## src/rtl/cdb_broadcaster.sv

```systemverilog
// Common data bus producer: buffers one completed result per functional unit
// and broadcasts one per cycle on a registered CDB, chosen by round-robin.
`timescale 1ns/1ps
module cdb_broadcaster #(
  parameter int DATA_W   = 32,
  parameter int TAG_W    = 4,
  parameter int NUM_SRC  = 3,
  parameter int TAG_FREE = 0
) (
  input  logic                      clk,
  input  logic                      rst,
  input  logic                      flush,
  input  logic [NUM_SRC-1:0]        src_valid,
  output logic [NUM_SRC-1:0]        src_ready,
  input  logic [NUM_SRC*TAG_W-1:0]  src_tag,
  input  logic [NUM_SRC*DATA_W-1:0] src_data,
  output logic                      cdb_valid,
  output logic [TAG_W-1:0]          cdb_tag,
  output logic [DATA_W-1:0]         cdb_data
);

  localparam int PTR_W = (NUM_SRC > 1) ? $clog2(NUM_SRC) : 1;
  localparam logic [TAG_W-1:0] TAG_FREE_L = TAG_W'(TAG_FREE);

  logic [NUM_SRC-1:0] buf_v_q, buf_v_d;
  logic [TAG_W-1:0]   buf_tag_q  [NUM_SRC];
  logic [TAG_W-1:0]   buf_tag_d  [NUM_SRC];
  logic [DATA_W-1:0]  buf_data_q [NUM_SRC];
  logic [DATA_W-1:0]  buf_data_d [NUM_SRC];
  logic [PTR_W-1:0]   rr_ptr_q, rr_ptr_d;
  logic               cdb_valid_q, cdb_valid_d;
  logic [TAG_W-1:0]   cdb_tag_q, cdb_tag_d;
  logic [DATA_W-1:0]  cdb_data_q, cdb_data_d;

  logic [NUM_SRC-1:0] grant;
  logic [NUM_SRC-1:0] accept;
  logic [PTR_W-1:0]   win_idx;
  logic               any_grant;
  int unsigned        idx;

  // Round-robin search: first valid buffer at or after rr_ptr wins.
  always_comb begin
    grant     = '0;
    win_idx   = '0;
    any_grant = 1'b0;
    idx       = 0;
    for (int k = 0; k < NUM_SRC; k++) begin
      idx = (int'(rr_ptr_q) + k) % NUM_SRC;
      if (!any_grant && buf_v_q[idx]) begin
        any_grant  = 1'b1;
        win_idx    = PTR_W'(idx);
        grant[idx] = 1'b1;
      end
    end
  end

  // A buffer draining this cycle can take a new result on the same edge.
  assign src_ready = rst ? '1 : ({NUM_SRC{!flush}} & (~buf_v_q | grant));

  always_comb begin
    for (int i = 0; i < NUM_SRC; i++) begin
      accept[i]     = src_valid[i] & src_ready[i] &
                      (src_tag[i*TAG_W +: TAG_W] != TAG_FREE_L);
      buf_tag_d[i]  = buf_tag_q[i];
      buf_data_d[i] = buf_data_q[i];
      buf_v_d[i]    = buf_v_q[i];
      if (flush) begin
        buf_v_d[i] = 1'b0;
      end else if (accept[i]) begin
        buf_v_d[i]    = 1'b1;
        buf_tag_d[i]  = src_tag[i*TAG_W +: TAG_W];
        buf_data_d[i] = src_data[i*DATA_W +: DATA_W];
      end else if (grant[i]) begin
        buf_v_d[i] = 1'b0;
      end
    end

    rr_ptr_d = rr_ptr_q;
    if (any_grant && !flush)
      rr_ptr_d = (int'(win_idx) == NUM_SRC - 1) ? '0 : win_idx + PTR_W'(1);

    cdb_valid_d = any_grant & !flush;
    cdb_tag_d   = cdb_tag_q;
    cdb_data_d  = cdb_data_q;
    if (any_grant) begin
      cdb_tag_d  = buf_tag_q[win_idx];
      cdb_data_d = buf_data_q[win_idx];
    end
  end

  always_ff @(posedge clk or posedge rst) begin
    if (rst) begin
      buf_v_q     <= '0;
      rr_ptr_q    <= '0;
      cdb_valid_q <= 1'b0;
      cdb_tag_q   <= TAG_FREE_L;
      cdb_data_q  <= '0;
    end else begin
      buf_v_q     <= buf_v_d;
      rr_ptr_q    <= rr_ptr_d;
      cdb_valid_q <= cdb_valid_d;
      cdb_tag_q   <= cdb_tag_d;
      cdb_data_q  <= cdb_data_d;
    end
  end

  // Payload storage is qualified by buf_v, so it needs no reset.
  always_ff @(posedge clk) begin
    for (int i = 0; i < NUM_SRC; i++) begin
      buf_tag_q[i]  <= buf_tag_d[i];
      buf_data_q[i] <= buf_data_d[i];
    end
  end

  assign cdb_valid = cdb_valid_q;
  assign cdb_tag   = cdb_tag_q;
  assign cdb_data  = cdb_data_q;

endmodule

```

## config.mk

```make
export PLATFORM = sky130hd
export DESIGN_NAME = cdb_broadcaster
export DESIGN_NICKNAME = d
export VERILOG_FILES = /design/src/rtl/cdb_broadcaster.sv
export SDC_FILE = /design/constraint.sdc
export NUM_CORES = 1
export LEC_CHECK = 0
export ABC_CLOCK_PERIOD_IN_PS = 5700
export BUFFER_PORTS_ARGS = -buffer_cell sky130_fd_sc_hd__buf_2
export CORE_ASPECT_RATIO = 0.6
export CORE_MARGIN = 3
export CORE_UTILIZATION = 35
export CTS_CLUSTER_SIZE = 10
export DETAILED_ROUTE_END_ITERATION = 6
export PLACE_DENSITY_LB_ADDON = 0.15
export SLEW_MARGIN = 20
export SYNTH_ARGS = -nofsm -noshare
export SYNTH_HDL_FRONTEND = slang
export SYNTH_SLANG_ARGS = --single-unit
export TNS_END_PERCENT = 1
```

## constraint.sdc

```tcl
create_clock -name clk -period 5.7 [get_ports clk]
set_clock_uncertainty 0.1 [all_clocks]
set_input_delay 0.285 -clock clk [delete_from_list [all_inputs] [get_ports clk]]
set_output_delay 0.285 -clock clk [all_outputs]
set_load 0.01 [all_outputs]
```

==> flow_summary.ini <==
[outcome]
status = completed

[routing]
drc = 0
wl_met3_mm = 1.22
route.layer.met1.wl_mm = 7.40
dr_wl_met2_mm = 6.94
wirelength_mm = 15.7
drt.antenna.violating_nets = 0
wl_per_cell_um = 18.8
highest_layer = met4
first_pass_iters = 7
via_per_inst = 4.98
drtIter0Drc = 483
vias = 4154

[floorplan]
core_area_sq_um = 15600
num_rows = 35
fp.dieH_um = 104
start_util = 0.362
pin_count = 154
die_area_sq_um = 17700
die_x_um = 170

[synthesis]
synthCells = 355
synth_ff_type = edfxtp_1
syn_avg_cell_area_sq_um = 15.9
ys_seq_area_frac = 0.760
synth_area_leaders = edfxtp_1 (57%), dfrtp_1 (19%), a222oi_1 (6.4%)
synth_common_cells = edfxtp_1 (108), dfrtp_1 (42), a21oi_1 (41)
ys_seq_elements = 150
ys_types = 43
async_reset_ff_frac = 0.280
synth_edf_count = 108
syn_area_sq_um = 5650
yosysTopAreaCell = edfxtp_1
ys_warn_count = 0
synth_most_common_cell = edfxtp_1
yosysTopAreaCellShare = 0.574
syn-num-nets = 473

[clock_network]
worstSkewPairLatency_ps = 410
clkTransAtPathRegs_ps = 70
cts.sinks = 150
cts_tree = yes
post-cts-setup-buffers = 0
cts_max_level = 4
clk_path_buf_depth = 2
clockRootBuffer = clkbuf_16
hold_buffers = 108
numCtsBuffers = 17
cts_resized = 0

[critical_path]
reg2reg_to = buf_data_q[0][27]$_DFFE_PP_
cp_max_fo = 25
reg2reg_from = rr_ptr_q[1]$_DFFE_PP0P_
cp-start-kind = flip-flop
path_class = reg2reg
worstPathArrival_ps = 3360
timing.reg2reg.worst_path_depth = 9
ff2ff_setup_slack_ps = 2310
crit_path_start = rr_ptr_q[1]$_DFFE_PP0P_
end_kind = flip-flop
required_ps = 5670

[sta]
hold_viol_final = 0
layout_min_cycle_time_ps = 3390
max_freq_mhz = 295
max_slew.worst_pin.slew_ps = 1070
setup_violations = 0
timing.final.crit_share = 0.594
final.setup.tns_ps = 0
relSlewSlack = 0.276
report.final.slew_viol_count = 0
rsz0062_at_grt = no

[final_layout]
stdcell_area_sq_um = 8300
nNetsFinal = 736
area_delta_synth_final_pct = 46.9
fill_cells = 1302
antenna_cells = 0
drive_above_1_share = 0.326

[global_routing]
grt_start_max_net_pins = 45
grt.total_usage = 0.181
antenna_found_initial = 0
grt_pass1_wl_mm = 24.3
grt.overflow.total = 0
grt_pass1_vias = 4326

[placement]
placed_area_sq_um = 6600
place_congestion = 0.789
hpwl_mm = 9.47
portBuffers = 153

[power]
leakage_uw = 0.00327
p_per_area_nw_per_um2 = 485
vdd_drop_max_mv = 0.209

[min_path]
hold_path_class = in2async

[flow_run]
max_cap_viol_count = 0
-- layer usage --
metal,vias to the layer above,track usage
li1,1939,-
met1,2012,0.256
met2,189,0.271
met3,14,0.0547
met4,0,0.0475
met5,-,0
-- cell usage in the layout, fill, tap and decap left out, types with 3 or more instances in the layout --
cell type      count
o41ai_1            3
inv_6              4
nor2_1            39
ha_1               4
dlygate4sd3_1    108
inv_1              6
a222oi_1          36
buf_4              7
mux2i_1            3
buf_2            153
a21oi_1           41
clkinvlp_4         4
edfxtp_1         108
clkbuf_16         17
nor2b_1            3
dfrtp_1           42
nand2_1            6
o21ai_0            5
-- layout make-up --
class,instances,area (sq um),share of cell area
Sequential cell,150,4290,0.517
Timing Repair Buffer,269,1930,0.232
Multi-Input combinational cell,173,1210,0.145
Clock buffer,17,425,0.0513
Tap cell,203,254,0.0306
Clock inverter,15,165,0.0199
Inverter,7,26.3,0.00317
-- through the flow --
stage	hold slack (ps)	power (uW)	cells	util	setup WS (ps)
final	31.3	4030	834	0.532	2310
after global routing	71.5	4280	834	0.532	2070
after CTS	61.1	4040	833	0.531	2280
after detailed placement	363	2850	693	0.423	2270
after global placement	362	2830	693	0.423	2380
after floorplan	284	2450	355	-	789
-- power breakdown --
| part | switching (uW) | internal, uW |
|---|---|---|
| combinational | 855 | 548 |
| sequential | 104 | 1400 |
| clock | 470 | 654 |
| total | 1430 | 2600 |
-- worst max path at each step --
stage                             endpoint  cells past startpoint  slack (ps)
2_1_floorplan   buf_data_q[0][0]$_DFFE_PP_                      9         790
3_3_place_gp    buf_data_q[0][1]$_DFFE_PP_                      9        2380
3_5_place_dp    buf_data_q[0][1]$_DFFE_PP_                      9        2270
4_1_cts        buf_data_q[0][27]$_DFFE_PP_                      9        2280
5_1_grt        buf_data_q[0][27]$_DFFE_PP_                      9        2070
6_report       buf_data_q[0][27]$_DFFE_PP_                      9        2310
-- state kept, by name, indices dropped and copies added (netlist names) --
| register | cells |
|---|---|
| cdb_valid | 1 |
| buf_data_q | 96 |
| cdb_data | 32 |
| buf_v_q | 3 |
| rr_ptr_q | 2 |
| buf_tag_q | 12 |
| cdb_tag | 4 |
-- worst max-delay path, stage by stage (launching register included) --
cell and delay, ps:
dfrtp_1 420, inv_1 90, ha_1 400, mux2i_1 230, o2bb2ai_1 130, a211oi_1 200
a21oi_1 90, o211a_1 270, a211oi_4 620, buf_4 480
-- logic make-up (layout without fill, tap and decap cells) --
family                     count (synthesis)  in the layout  synth area share
and+or+nand+nor                           61             61            0.0521
buffers and inverters                     32            308            0.0326
muxes                                      3              3           0.00532
AOI/OAI and AO/OA                        105            105             0.141
DFF                                      150            150             0.760
adders and majority gates                  4              4           0.00886
(Power assumes the default switching activity.)
